### config.mk
export PLATFORM = sky130hd
export DESIGN_NAME = redundant_core_selector
export DESIGN_NICKNAME = d
export VERILOG_FILES = /design/src/rtl/redundant_core_selector.sv
export SDC_FILE = /design/constraint.sdc
export NUM_CORES = 1
export LEC_CHECK = 0
export CAP_MARGIN = 20
export CORE_MARGIN = 1
export CORE_UTILIZATION = 35
export DETAILED_ROUTE_END_ITERATION = 8
export MAX_ROUTING_LAYER = met4
export SYNTH_ARGS = -nofsm -noshare
export SYNTH_HDL_FRONTEND = slang
export SYNTH_SLANG_ARGS = --single-unit
### constraint.sdc
create_clock -name clk -period 6.3 [get_ports clk]
set_clock_uncertainty 0.1 [all_clocks]
set_input_delay 1.26 -clock clk [delete_from_list [all_inputs] [get_ports clk]]
set_output_delay 1.26 -clock clk [all_outputs]
set_load 0.005 [all_outputs]
### src/rtl/redundant_core_selector.sv
// redundant_core_selector: picks one host core out of N by health and error
// history, with a dwell hold-off between voluntary switches and forced select.
module redundant_core_selector #(
   parameter int N_CORES     = 2,
   parameter int SEL_W       = 1,
   parameter int CNT_W       = 8,
   parameter int HOLDOFF     = 1024,
   parameter int SYNC_STAGES = 2
) (
   input  logic                     clk,
   input  logic                     rst_n,
   input  logic [N_CORES-1:0]       healthy,
   input  logic                     force_valid,
   input  logic [SEL_W-1:0]         force_idx,
   input  logic                     clr_counts,
   output logic [SEL_W-1:0]         sel_idx,
   output logic [N_CORES-1:0]       sel_onehot,
   output logic                     switch_pulse,
   output logic                     force_err,
   output logic                     all_fail,
   output logic [N_CORES*CNT_W-1:0] err_cnt_flat
);

   localparam int TMR_W = (HOLDOFF > 1) ? $clog2(HOLDOFF) : 1;
   localparam logic [TMR_W-1:0] TMR_LOAD = TMR_W'(HOLDOFF - 1);
   localparam logic [TMR_W-1:0] TMR_ONE = TMR_W'(1);
   localparam logic [CNT_W-1:0] CNT_MAX = '1;
   localparam logic [N_CORES-1:0] ONE_HOT0 = N_CORES'(1);

   typedef enum logic [1:0] {RUN, HOLD, FAIL} state_t;

   state_t state, state_nx;

   logic [SYNC_STAGES-1:0][N_CORES-1:0] sync_q;
   logic [N_CORES-1:0] hs, err, err_d, err_rise;
   logic [CNT_W-1:0] cnt [N_CORES];
   logic [TMR_W-1:0] timer, timer_nx;
   logic [SEL_W-1:0] sel_nx, cand;
   logic [CNT_W-1:0] best, sel_cnt;
   logic found, sel_hs, fhs, any_hs, any_sat;
   logic force_ok, do_clear, fail_nx, ferr_nx, pulse_nx, go;

   always_ff @(posedge clk or negedge rst_n) begin
      if (!rst_n) begin
         sync_q <= '1;
         err_d  <= '0;
      end else begin
         sync_q[0] <= healthy;
         for (int s = 1; s < SYNC_STAGES; s++) begin
            sync_q[s] <= sync_q[s-1];
         end
         err_d <= err;
      end
   end

   assign hs       = sync_q[SYNC_STAGES-1];
   assign err      = ~hs;
   assign err_rise = err & ~err_d;
   assign any_hs   = |hs;

   // Strict '<' keeps the lowest index on equal counts.
   always_comb begin
      cand    = '0;
      best    = CNT_MAX;
      found   = 1'b0;
      sel_hs  = 1'b0;
      sel_cnt = '0;
      fhs     = 1'b0;
      any_sat = 1'b0;
      for (int i = 0; i < N_CORES; i++) begin
         if (hs[i] && (!found || cnt[i] < best)) begin
            found = 1'b1;
            best  = cnt[i];
            cand  = SEL_W'(i);
         end
         if (sel_idx == SEL_W'(i)) begin
            sel_hs  = hs[i];
            sel_cnt = cnt[i];
         end
         if (force_idx == SEL_W'(i)) begin
            fhs = hs[i];
         end
         if (cnt[i] == CNT_MAX) begin
            any_sat = 1'b1;
         end
      end
   end

   assign force_ok = force_valid & fhs;

   always_comb begin
      state_nx = state;
      sel_nx   = sel_idx;
      timer_nx = timer;
      fail_nx  = all_fail;
      ferr_nx  = force_valid & ~force_ok;
      do_clear = clr_counts | force_ok;
      go       = 1'b0;
      if (force_ok) begin
         sel_nx   = force_idx;
         timer_nx = TMR_LOAD;
         state_nx = HOLD;
         fail_nx  = 1'b0;
      end else if (!any_hs) begin
         state_nx = FAIL;
         fail_nx  = 1'b1;
      end else begin
         unique case (state)
            RUN:  go = !sel_hs || (best < sel_cnt);
            HOLD: begin
               if (!sel_hs) begin
                  go = 1'b1;
               end else if (timer == '0) begin
                  state_nx = RUN;
               end else begin
                  timer_nx = timer - TMR_ONE;
               end
            end
            FAIL: go = 1'b1;
            default: go = 1'b0;
         endcase
         if (go) begin
            sel_nx   = cand;
            timer_nx = TMR_LOAD;
            state_nx = HOLD;
            fail_nx  = 1'b0;
         end
      end
   end

   assign pulse_nx = (sel_nx != sel_idx);

   always_ff @(posedge clk or negedge rst_n) begin
      if (!rst_n) begin
         state        <= RUN;
         sel_idx      <= '0;
         timer        <= '0;
         switch_pulse <= 1'b0;
         force_err    <= 1'b0;
         all_fail     <= 1'b0;
      end else begin
         state        <= state_nx;
         sel_idx      <= sel_nx;
         timer        <= timer_nx;
         switch_pulse <= pulse_nx;
         force_err    <= ferr_nx;
         all_fail     <= fail_nx;
      end
   end

   // Halving all counters on saturation keeps their ordering without wrap.
   always_ff @(posedge clk or negedge rst_n) begin
      if (!rst_n) begin
         for (int i = 0; i < N_CORES; i++) begin
            cnt[i] <= '0;
         end
      end else begin
         for (int i = 0; i < N_CORES; i++) begin
            if (do_clear) begin
               cnt[i] <= '0;
            end else if (any_sat) begin
               cnt[i] <= (cnt[i] >> 1) + CNT_W'(err_rise[i]);
            end else begin
               cnt[i] <= cnt[i] + CNT_W'(err_rise[i]);
            end
         end
      end
   end

   assign sel_onehot = ONE_HOT0 << sel_idx;

   for (genvar g = 0; g < N_CORES; g++) begin : g_flat
      assign err_cnt_flat[g*CNT_W +: CNT_W] = cnt[g];
   end

endmodule

==> flow_metrics.py <==
metrics = {
    "status": {
        "status": "complete, no violations",
    },
    "floorplanning": {
        "initial_utilization": 0.371,
        "rows": 31,
        "core-area_mm2": 0.00741,
        "dieWidth_um": 90.6,
        "top_level_ports": 29,
        "die_h_um": 90.6,
        "die_area_mm2": 0.00821,
    },
    "finish": {
        "final_cell_mix": "nor2_1 (40), nand2_1 (36), dfrtp_1 (34)",
        "areaGrowthSynthToFinish_pct": 16.3,
        "drive_above_1_share": 0.0925,
        "final_nets": 360,
        "layout_commonest_cell": "nor2_1",
        "nFillCells": 729,
        "num_antenna_cells": 0,
        "fin_util": 0.432,
        "seqCellArea_um2": 956,
        "multi_input_area_mm2": 0.00166,
    },
    "hold_path": {
        "hp-class": "flip-flop to flip-flop",
        "hold_depth": 0,
        "min_from": "sync_q[0]",
        "worstHoldEndpoint": "hs[0]",
    },
    "route": {
        "via_per_inst": 5.42,
        "drt_first_pass_iters": 5,
        "drcViolationCount": 0,
        "drt_iter0_markers": 154,
        "ant_nets": 0,
        "vias": 2353,
        "routedWlPerCell_um": 15.1,
        "wl_um": 6540,
    },
    "synth": {
        "synthFlopType": "dfrtp_1",
        "async_reset_ff_frac": 1.00,
        "yosysUniqueCellTypes": 66,
        "yosysWarnings": 0,
        "synth_seq_area_share": 0.348,
        "ys_ff_latch": 38,
        "syn-cell-area_mm2": 0.00275,
        "synth_nets": 341,
        "synth_edf_count": 0,
        "synthCells": 315,
        "synth.avg_cell_area_um2": 8.73,
    },
    "timing": {
        "holdWs_ns": 0.270,
        "report.final.slew_viol_count": 0,
        "rsz0062_at_grt": "false",
        "slew_headroom": 0.437,
        "period_share": 0.702,
        "finalSetupTns_ns": 0,
        "worst_pin_slew_ns": 0.844,
        "finalSetupViolations": 0,
        "finalCriticalPeriod_ns": 4.42,
        "fin_ws_ns": 1.88,
        "max_freq_mhz": 226,
        "hold_viol": 0,
    },
    "cts": {
        "htree_levels": 2,
        "worstSkewPairLatency_ns": 0.30,
        "cts_sinks": 38,
        "cts.repair.resized": 0,
        "cts-root-buf": "clkbuf_8",
        "cts_buffers": 5,
        "cts_setup_buffers": 0,
        "clockBufferDepth": 2,
        "path_clk_slew_ns": 0.09,
        "cts_tree": "yes",
        "cts.hold.buffers_added": 0,
    },
    "job": {
        "cap_violations": 0,
    },
    "pwr": {
        "leakage_nw": 1.32,
        "powerDensity_mw_per_mm2": 216,
        "finalPower_uw": 689,
        "vdd_drop_max_uv": 102,
    },
    "global_route": {
        "antenna_found_initial": 0,
        "grtUsageTotal": 0.173,
        "grt_pass1_vias": 2285,
        "grt_pass1_wl_um": 11200,
        "overflow": 0,
        "grt_max_degree": 39,
    },
    "worst_setup_path": {
        "path_max_fanout": 15,
        "r2r_end": "switch_pulse",
        "criticalPathCategory": "flip-flop to flip-flop",
        "critPathCaptureType": "flip-flop",
        "crit_start": "hs[0]",
        "required_ns": 6.39,
        "reg2reg_slack_ns": 1.88,
        "r2r_start": "hs[0]",
        "rr_worst_depth": 17,
        "arrival_ns": 4.51,
        "startpoint_type": "flip-flop",
    },
    "placed_design": {
        "hpwl_um": 4790,
        "port_buffers": 28,
        "gp_congestion": 0.830,
        "dp_slack_ns": 1.88,
    },
}
[flip-flops by register name, indices dropped and copies added (netlist names)]
name / flops
err_cnt_flat: 16
hs: 2
sel_idx: 1
force_err: 1
err_d: 2
state: 2
all_fail: 1
switch_pulse: 1
sync_q: 2
timer: 10
[worst max-delay path by stage]
stage	depth (start not counted)	slack, ns	endpoint
2_1_floorplan	19	2.25	switch_pulse
5_1_grt	17	1.58	switch_pulse
6_report	17	1.88	switch_pulse
3_5_place_dp	17	1.88	switch_pulse
3_3_place_gp	17	2.02	switch_pulse
4_1_cts	17	1.86	switch_pulse
[synth_stat cells (all sizes together), types with 4 or more instances]
cell type	count	area [µm²]
nor2	41	156
nand2	36	135
dfrtp	34	851
a21oi	24	135
ha	19	238
o21ai	13	65.1
buf	12	76.3
xnor2	10	87.6
inv	9	33.8
mux2i	9	90.1
nand3	9	50.1
nand4	9	62.6
and2	7	43.8
and3	6	37.5
a211oi	5	47.5
clkbuf	5	18.8
nor3	5	30.0
dfstp	4	105
mux2	4	45.0
o211ai	4	35.0
or3	4	30.0
xor2	4	35.0
[critical path: stages (launching register included)]
cell and delay (ns):
dfstp_2 0.60, inv_2 0.11, nor2_1 0.15, ha_1 0.27, a211o_1 0.27, o211ai_2 0.09
o2111ai_1 0.19, and2_1 0.33, nor2_1 0.14, a21oi_1 0.06, ha_1 0.35, a21oi_1 0.17
a21oi_1 0.08, nor4_1 0.51, and2b_1 0.25, a311oi_1 0.19, a32oi_1 0.12, mux2_1 0.33
[cells by family after synthesis]
| kind of cell | synth area share |
|---|---|
| AOI/OAI and AO/OA | 0.173 |
| and+or+nand+nor | 0.252 |
| DFF | 0.348 |
| buffers and inverters | 0.0469 |
| xor gates and xnor gates | 0.0446 |
| adders and majority gates | 0.0865 |
| muxes | 0.0492 |
[where the power goes]
| part | total, mW | switching [mW] | leakage (nW) | internal, mW |
|---|---|---|---|---|
| clock | 0.256 | 0.0974 | 0.0683 | 0.159 |
| combinational | 0.143 | 0.0663 | 0.799 | 0.0764 |
| sequential | 0.291 | 0.0299 | 0.449 | 0.261 |
| total | 0.689 | 0.194 | 1.32 | 0.496 |
[layer usage]
layer | GRT usage | vias to the layer above | wire length [µm]
met4 | 0.0444 | 0 | 87
met5 | - | - | 0
met2 | 0.271 | 46 | 2990
met3 | 0.0337 | 6 | 258
li1 | - | 1163 | -
met1 | 0.229 | 1138 | 3200
[cell type report]
cell class                 count  area share
clock inverter                 3      0.0215
multi-input combinational    251       0.520
timing repair buffer          29      0.0884
inverter                       9      0.0106
tap                           99      0.0387
sequential                    38       0.299
clock buffer                   5      0.0215
[through the flow]
step | cells | cell area (µm²)
floorplan | 315 | 2750
global placement | 426 | 3060
detailed placement | 426 | 3060
CTS | 434 | 3200
global route | 434 | 3200
finish | 434 | 3200
No activity file was read; power rests on OpenSTA's default activity.
